$ cat config.mk
export PLATFORM = sky130hd
export DESIGN_NAME = register_dump
export DESIGN_NICKNAME = d
export VERILOG_FILES = /design/src/rtl/register_dump_pkg.sv /design/src/rtl/register_dump.sv
export SDC_FILE = /design/constraint.sdc
export NUM_CORES = 1
export LEC_CHECK = 0
export CAP_MARGIN = 10
export CORE_UTILIZATION = 50
export CTS_CLUSTER_DIAMETER = 100
export DETAILED_ROUTE_END_ITERATION = 6
export MAX_ROUTING_LAYER = met4
export PLACE_DENSITY = 0.85
export SLEW_MARGIN = 0
export SYNTH_ARGS = -nofsm -noshare
export SYNTH_HDL_FRONTEND = slang
export SYNTH_SLANG_ARGS = --single-unit
$ cat constraint.sdc
create_clock -name clock -period 5.2 [get_ports clock]
set_input_delay 1.04 -clock clock [delete_from_list [all_inputs] [get_ports clock]]
set_output_delay 1.04 -clock clock [all_outputs]
set_load 0.005 [all_outputs]
$ cat src/rtl/register_dump_pkg.sv
`timescale 1ns/1ps
`default_nettype none
// ============================================================================
// Module  : register_dump_pkg
// Brief   : Datapath constants and dump-walker state encoding.
// Revision: 1.0 - initial release
// ============================================================================
package register_dump_pkg;

    localparam int NUM_REGS = 32;
    localparam int IDX_W    = 5;
    localparam int DATA_W   = 32;

    typedef enum logic [1:0] {
        S_IDLE  = 2'd0,
        S_FETCH = 2'd1,
        S_HOLD  = 2'd2,
        S_DONE  = 2'd3
    } dump_state_t;

endpackage
`default_nettype wire

$ cat src/rtl/register_dump.sv
`timescale 1ns/1ps
`default_nettype none
// ============================================================================
// Module  : register_dump
// Brief   : Walks every register-file index through one read port and streams
//           {index, data} beats with a running XOR checksum.
// Revision: 1.0 - initial release
// ============================================================================
module register_dump #(
    parameter int NUM_REGS  = register_dump_pkg::NUM_REGS,
    parameter int IDX_W     = register_dump_pkg::IDX_W,
    parameter int DATA_W    = register_dump_pkg::DATA_W,
    parameter int SKIP_ZERO = 0
) (
    input  logic              clock,
    input  logic              clear_n,
    input  logic              start,
    input  logic              abort,
    output logic [IDX_W-1:0]  read_index,
    input  logic [DATA_W-1:0] read_data,
    output logic              out_valid,
    input  logic              out_ready,
    output logic [IDX_W-1:0]  out_index,
    output logic [DATA_W-1:0] out_data,
    output logic              busy,
    output logic              done,
    output logic [DATA_W-1:0] checksum
);

    import register_dump_pkg::*;

    localparam logic [IDX_W-1:0] c_first_idx = (SKIP_ZERO != 0) ? IDX_W'(1) : '0;
    localparam logic [IDX_W-1:0] c_last_idx  = IDX_W'(NUM_REGS - 1);

    dump_state_t       r_state;
    logic [IDX_W-1:0]  r_idx;
    logic              r_out_valid;
    logic [IDX_W-1:0]  r_out_index;
    logic [DATA_W-1:0] r_out_data;
    logic              r_busy;
    logic              r_done;
    logic [DATA_W-1:0] r_checksum;

    // The read port only sees a live index while a fetch is outstanding.
    assign read_index = (r_state == S_FETCH) ? r_idx : '0;
    assign out_valid  = r_out_valid;
    assign out_index  = r_out_index;
    assign out_data   = r_out_data;
    assign busy       = r_busy;
    assign done       = r_done;
    assign checksum   = r_checksum;

    always_ff @(posedge clock or negedge clear_n) begin
        if (!clear_n) begin
            r_state     <= S_IDLE;
            r_idx       <= '0;
            r_out_valid <= 1'b0;
            r_out_index <= '0;
            r_out_data  <= '0;
            r_busy      <= 1'b0;
            r_done      <= 1'b0;
            r_checksum  <= '0;
        end else begin
            r_done <= 1'b0;
            case (r_state)
                S_IDLE: begin
                    if (start && !abort) begin
                        r_idx      <= c_first_idx;
                        r_checksum <= '0;
                        r_busy     <= 1'b1;
                        r_state    <= S_FETCH;
                    end
                end
                S_FETCH: begin
                    if (abort) begin
                        r_busy  <= 1'b0;
                        r_state <= S_IDLE;
                    end else begin
                        r_out_data  <= read_data;
                        r_out_index <= r_idx;
                        r_checksum  <= r_checksum ^ read_data;
                        r_out_valid <= 1'b1;
                        r_state     <= S_HOLD;
                    end
                end
                S_HOLD: begin
                    // Abort outranks a handshake landing in the same cycle.
                    if (abort) begin
                        r_out_valid <= 1'b0;
                        r_busy      <= 1'b0;
                        r_state     <= S_IDLE;
                    end else if (out_ready) begin
                        r_out_valid <= 1'b0;
                        if (r_idx == c_last_idx) begin
                            r_busy  <= 1'b0;
                            r_done  <= 1'b1;
                            r_state <= S_DONE;
                        end else begin
                            r_idx   <= r_idx + IDX_W'(1);
                            r_state <= S_FETCH;
                        end
                    end
                end
                S_DONE: begin
                    r_state <= S_IDLE;
                end
                default: begin
                    r_state <= S_IDLE;
                end
            endcase
        end
    end

endmodule
`default_nettype wire
==> results of run 1 <==
cells in the final DEF (no fill, tap or decap), types with 2 or more instances in the layout:
master / instances
mux2_2: 38
nand3_1: 32
o21ai_0: 6
mux2i_1: 2
a21oi_1: 3
clkbuf_8: 9
and3_1: 2
nand2_1: 41
inv_1: 6
clkinv_4: 2
ha_1: 6
nor2_1: 3
clkinv_2: 3
and2_1: 5
nand4b_1: 31
clkdlybuf4s50_1: 112
nor2b_1: 3
buf_4: 4
nand3b_1: 31
o21ai_1: 2
dfrtp_1: 79
final timing paths:
| kind | end | depth (start not counted) |
|---|---|---|
| worst max-delay path | busy$_DFFE_PN0P_ | 5 |
| worst min-delay path | checksum[12]$_DFFE_PN0P_ | 1 |
| worst max register to register | busy$_DFFE_PN0P_ | 7 |
| worst min register to register | checksum[12]$_DFFE_PN0P_ | 1 |
| max in group asynchronous | checksum[23]$_DFFE_PN0P_ | 1 |
| min in group asynchronous | out_index[1]$_DFFE_PN0P_ | 1 |
routing by layer:
metal  global-route usage  up-vias
met2               0.3911      100
li1                     -     1376
met1               0.2865     1482
met3              0.04618       19
met4               0.1013        0
met5                    -        -
state kept, by name, indices dropped and copies added (netlist names):
| name | count |
|---|---|
| busy | 1 |
| checksum | 32 |
| done | 1 |
| out_data | 32 |
| out_index | 5 |
| out_valid | 1 |
| r_idx | 5 |
| r_state | 2 |
synth_stat cells:
cell | instances | area share
dfrtp_1 | 79 | 0.53
nand2_1 | 41 | 0.042
mux2_2 | 38 | 0.12
nand3_1 | 32 | 0.043
nand3b_1 | 31 | 0.063
nand4b_1 | 31 | 0.073
buf_2 | 12 | 0.016
ha_1 | 7 | 0.024
clkbuf_1 | 6 | 0.0061
inv_1 | 6 | 0.0061
o21ai_0 | 6 | 0.0081
and2_1 | 5 | 0.0085
nor2_1 | 4 | 0.0041
a21oi_1 | 3 | 0.0041
nor2b_1 | 3 | 0.0051
and3_1 | 2 | 0.0034
buf_4 | 2 | 0.0041
mux2i_1 | 2 | 0.0054
nand2b_1 | 2 | 0.0034
o21ai_1 | 2 | 0.0027
a2111o_1 | 1 | 0.0030
a21boi_1 | 1 | 0.0020
a22o_1 | 1 | 0.0024
a31oi_1 | 1 | 0.0017
a41oi_1 | 1 | 0.0024
and2b_1 | 1 | 0.0020
mux2_4 | 1 | 0.0041
nor4b_2 | 1 | 0.0041
o31a_1 | 1 | 0.0024
o31ai_1 | 1 | 0.0020
or2_1 | 1 | 0.0017
cell type report:
| class | count | share of cell area |
|---|---|---|
| Timing Repair Buffer | 116 | 0.2268 |
| Clock buffer | 9 | 0.02441 |
| Inverter | 6 | 0.004438 |
| Multi-Input combinational cell | 220 | 0.3171 |
| Clock inverter | 7 | 0.01405 |
| Tap cell | 96 | 0.02367 |
| Sequential cell | 79 | 0.3895 |
kinds of logic after synthesis:
group | after synthesis | synth area share
buffers and inverters | 26 | 0.03247
muxes | 41 | 0.1252
AOI/OAI and AO/OA | 18 | 0.03079
DFF | 79 | 0.5345
and+or+nand+nor | 154 | 0.2534
adders and majority gates | 7 | 0.02368
metrics by stage:
step           instance area (um^2)  std cells  setup slack, ns  hold slack [ns]
3_5_place_dp                   4880        517            1.990           0.4640
3_3_place_gp                   4880        517            2.126           0.4627
2_1_floorplan                  3699        325            3.014           0.4684
5_1_grt                        5075        533            2.200           0.5133
6_report                       5075        533            2.371           0.4832
4_1_cts                        5075        533            2.375           0.4810
power by group:
| group | switching [uW] | internal, uW |
|---|---|---|
| clock | 230 | 223 |
| combinational | 572 | 783 |
| sequential | 202 | 881 |
==> results.cfg, run 1 <==
[timing]
worst_slew_pin_slew_ns = 1.031
final-setup-viol-count = 0
slew_headroom = 0.3124
skew_ns = 0.02208
max_freq_ghz = 0.3535
final_hold_viol_count = 0
finalCritPeriodShare = 0.5440
maxSlewViolCount = 0
finalCriticalPeriod_ns = 2.829
grt_setup_unrepaired = no
setup_tns_ns = 0

[worst_setup_path]
critical_path.slowest_cell = nand2b_2
r2r_setup_slack_ns = 2.37
path_buf_inv = 1
startpoint_type = primary input
critPathRequiredTime_ns = 5.46
crit_chain = clkdlybuf4s50_1, nand2b_2, o31a_1, a31oi_1, a41oi_1
critical_path_class = in -> reg
endpoint_kind = flop
cp_max_fo = 39
reg2reg_from = r_state[1]$_DFFE_PN0P_
startpoint = abort
critPathMaxStageDelay_ns = 0.86
crit_arrival_ns = 3.08
critical-path-top-delay-family = simple AND/OR/NAND/NOR gates

[run]
max_cap_viol_count = 0

[clock_tree]
post_cts_resized = 0
cts_root_buf = clkbuf_8
cts_tree = built
clk_path_buf_depth = 2
worstSkewPairLatency_ns = 0.36
numCtsBuffers = 9
clkTransAtPathRegs_ns = 0.08
cts.sinks = 79
cts_setup_buffers = 0
htreeDepth = 3
cts_hold_buf = 0

[placed_design]
port-buffer-count = 113
dpl.hpwl_um = 5792
gp_congestion = 0.8344

[cells_and_area]
area_growth_pct = 37.21
utilization = 0.7269
antenna_cells = 0
fillers = 496
multi_input_area_um2 = 1609
seqCellArea_um2 = 1977
final_nets = 476
drive_gt1_frac = 0.1442

[outcome]
status = finished clean

[synth]
yosys_warnings = 0
netlist-cell-type-count = 31
synth_nets = 369
netlist_area_um2 = 3699
ys_seq_area_frac = 0.5345
netlist_instances = 325
synth-seq-cells = 79
avgSynthCellArea_um2 = 11.38

[min_path]
hold_class = reg -> reg
hp-start = checksum[12]$_DFFE_PN0P_

[route]
wl_met3_um = 509
first_pass_iters = 4
highest_layer = met4
dr_wl_met2_um = 4216
ant_nets = 0
totalWireLength_um = 8624
drt_iter0_drc = 137
routedLengthMet1_um = 3704
wl_per_cell_um = 16.18
drc = 0
vias = 2977
viasPerCell = 5.585

[floorplanning]
start_util = 0.5297
die_h_um = 88.01
die_x_um = 88.01
pin_count = 114
dieArea_um2 = 7745
rows = 30
coreArea_um2 = 6982

[global_routing]
overflow = 0
grt_usage = 0.2382
grt_max_degree = 80
grt_first_pass_wirelength_um = 13700
grt_pass1_vias = 2930
antenna_found_initial = 0

[power_and_ir_drop]
design_power_total_uw = 2890
peakVddDrop_mv = 0.2826
powerDensity_nw_per_um2 = 569.6
cellLeakagePower_uw = 0.002175
Power figures use the tool's default switching activity.
==> run 2: changes to the inputs <==
CORE_UTILIZATION = 47   (was 50)
PLACE_DENSITY = 0.8   (was 0.85)
clock period = 2.7 ns   (was 5.2 ns; I/O delays follow)
==> run 2 against run 1 <==
Compared with the run above:
- combinational power rose by 99%
- sequential power rose by 91%
- wire length barely moved
- critical path type is now reg -> out
- largest power group unchanged
==> results.cfg, run 2 (synthesis gave the netlist of run 1 again) <==
[outcome]
status = finished clean

[worst_setup_path]
reg2reg_from = r_idx[0]$_DFFE_PN0P_
critPathMaxStageDelay_ns = 0.50
startpoint_type = flop
critical-path-top-delay-family = buffers and inverters
ff2ff_path_depth = 6
endpoint_kind = output pin
critical_path_cell_count = 4
startpoint = r_state[1]$_DFFE_PN0P_
path_buf_inv = 2
cp_max_fo = 25
critical_path.slowest_cell = clkdlybuf4s50_1
critical_path_class = reg -> out
critPathRequiredTime_ns = 2.16
crit_arrival_ns = 1.89
crit_chain = inv_1, ha_4, and2_1, clkdlybuf4s50_1

[power_and_ir_drop]
clkPwrFrac = 0.184
cellLeakagePower_uw = 0.002232
power_frac_comb = 0.462
p_int_uw = 3894
seqPwrFrac = 0.354
peakVddDrop_mv = 0.7590
powerDensity_nw_per_um2 = 1117
switching_share = 0.3305
p_switching_uw = 1922

[clock_tree]
numCtsBuffers = 9
clk_path_buf_depth = 2
cts_tree = built
cts.sinks = 79
worstSkewPairLatency_ns = 0.36
clkTransAtPathRegs_ns = 0.08
cts_hold_buf = 0
htreeDepth = 3
cts_root_buf = clkbuf_8

[route]
viasPerCell = 5.524
totalWireLength_um = 8632
wl_per_cell_um = 15.93
drc = 0
vias = 2994
first_pass_iters = 4
ant_nets = 0
drt_iter0_drc = 178

[cells_and_area]
multi_input_area_um2 = 1619
final_nets = 482
final_common_cell = clkdlybuf4s50_1
fillers = 561
utilization = 0.6993
antenna_cells = 0
layout_common_cells = clkdlybuf4s50_1 (112), dfrtp_1 (79), nand2_1 (41)
drive_gt1_frac = 0.1558
seqCellArea_um2 = 1977
area_growth_pct = 40.80

[global_routing]
grt_pass1_vias = 2870
grt_max_degree = 48
overflow = 0
grt_first_pass_wirelength_um = 14120
antenna_found_initial = 0
grt_usage = 0.2218

[timing]
setup_tns_ns = 0
finalCritPeriodShare = 0.9004
max_freq_ghz = 0.4114
maxSlewViolCount = 0
final_hold_viol_count = 0
worst_slew_pin_slew_ns = 0.4768
grt_setup_unrepaired = no
skew_ns = 0.009149
final-setup-viol-count = 0
finalCriticalPeriod_ns = 2.431
slew_headroom = 0.6818

[floorplanning]
die_h_um = 90.71
coreArea_um2 = 7447
die_x_um = 90.71
rows = 31
start_util = 0.4966
pin_count = 114
dieArea_um2 = 8228

[placed_design]
dpl.hpwl_um = 6011
gp_congestion = 0.7489
port-buffer-count = 113

[min_path]
hold_class = in -> async

[run]
max_cap_viol_count = 0
## run 2: cell types whose count changed in the layout (fill, tap and decap cells not counted), moves of 2 or more
| cell | before | now |
|---|---|---|
| bufinv_16 | 1 | 3 |
| buf_4 | 4 | 8 |
| clkinv_2 | 3 | 1 |
| buf_12 | 0 | 2 |
## run 2: worst register-to-register path: stages, from the launching register on
cell and delay, ns:
dfrtp_1 0.45, ha_1 0.25, and3_1 0.21, ha_1 0.23, nand2b_1 0.16, a2111o_1 0.50, mux2_4 0.28
## run 2: path summary, 6_finish.rpt
path                                            endpoint  slack [ns]
worst max-delay path                       read_index[4]        0.27
worst min-delay path                r_idx[2]$_DFFE_PN0P_        0.11
worst max register to register      r_idx[0]$_DFFE_PN0P_        0.51
worst min register to register  checksum[12]$_DFFE_PN0P_        0.48
max in group asynchronous        checksum[6]$_DFFE_PN0P_        2.01
min in group clock              checksum[12]$_DFFE_PN0P_        0.48
## run 2: cell type report
class,instances,share of cell area
clock inverters,7,0.02307
repair buffers,122,0.2345
flip-flops and latches,79,0.3796
inverters,6,0.004325
well taps,99,0.02379
clock buffers,9,0.02379
multi-input cells,220,0.3109
## run 2: power by group through the flow
stage	clock, uW	combinational [uW]	sequential [uW]
2_1_floorplan	0	1280	2070
3_3_place_gp	0	2600	2030
3_5_place_dp	0	2690	2070
4_1_cts	1090	2700	2050
5_1_grt	1130	2900	2130
6_report	1070	2690	2060
## run 2: layer usage
layer	track usage	vias to the layer above	routed length, um
met3	0.04545	12	442
met1	0.2700	1475	3732
met2	0.3624	111	4307
li1	-	1396	-
met4	0.08602	0	150
met5	-	-	0
## run 2: through the flow
step	std cells	power [uW]	hold slack (ns)	setup WS [ns]	cell area [um^2]
after floorplan	325	3344	0.2444	0.6717	3699
after global placement	526	4636	0.4615	0.5174	4954
after detailed placement	526	4756	0.4695	0.4709	4954
after CTS	542	5839	0.1204	0.09564	5197
after global routing	542	6170	0.1479	0.1775	5207
final	542	5817	0.1114	0.2690	5207
## run 2: repair_timing
| item | 4_1_cts | 5_1_grt |
|---|---|---|
| setup endpoints to repair | 0 | 1 |
| gates resized for setup | 0 | 1 |
| buffers inserted | 0 | 0 |
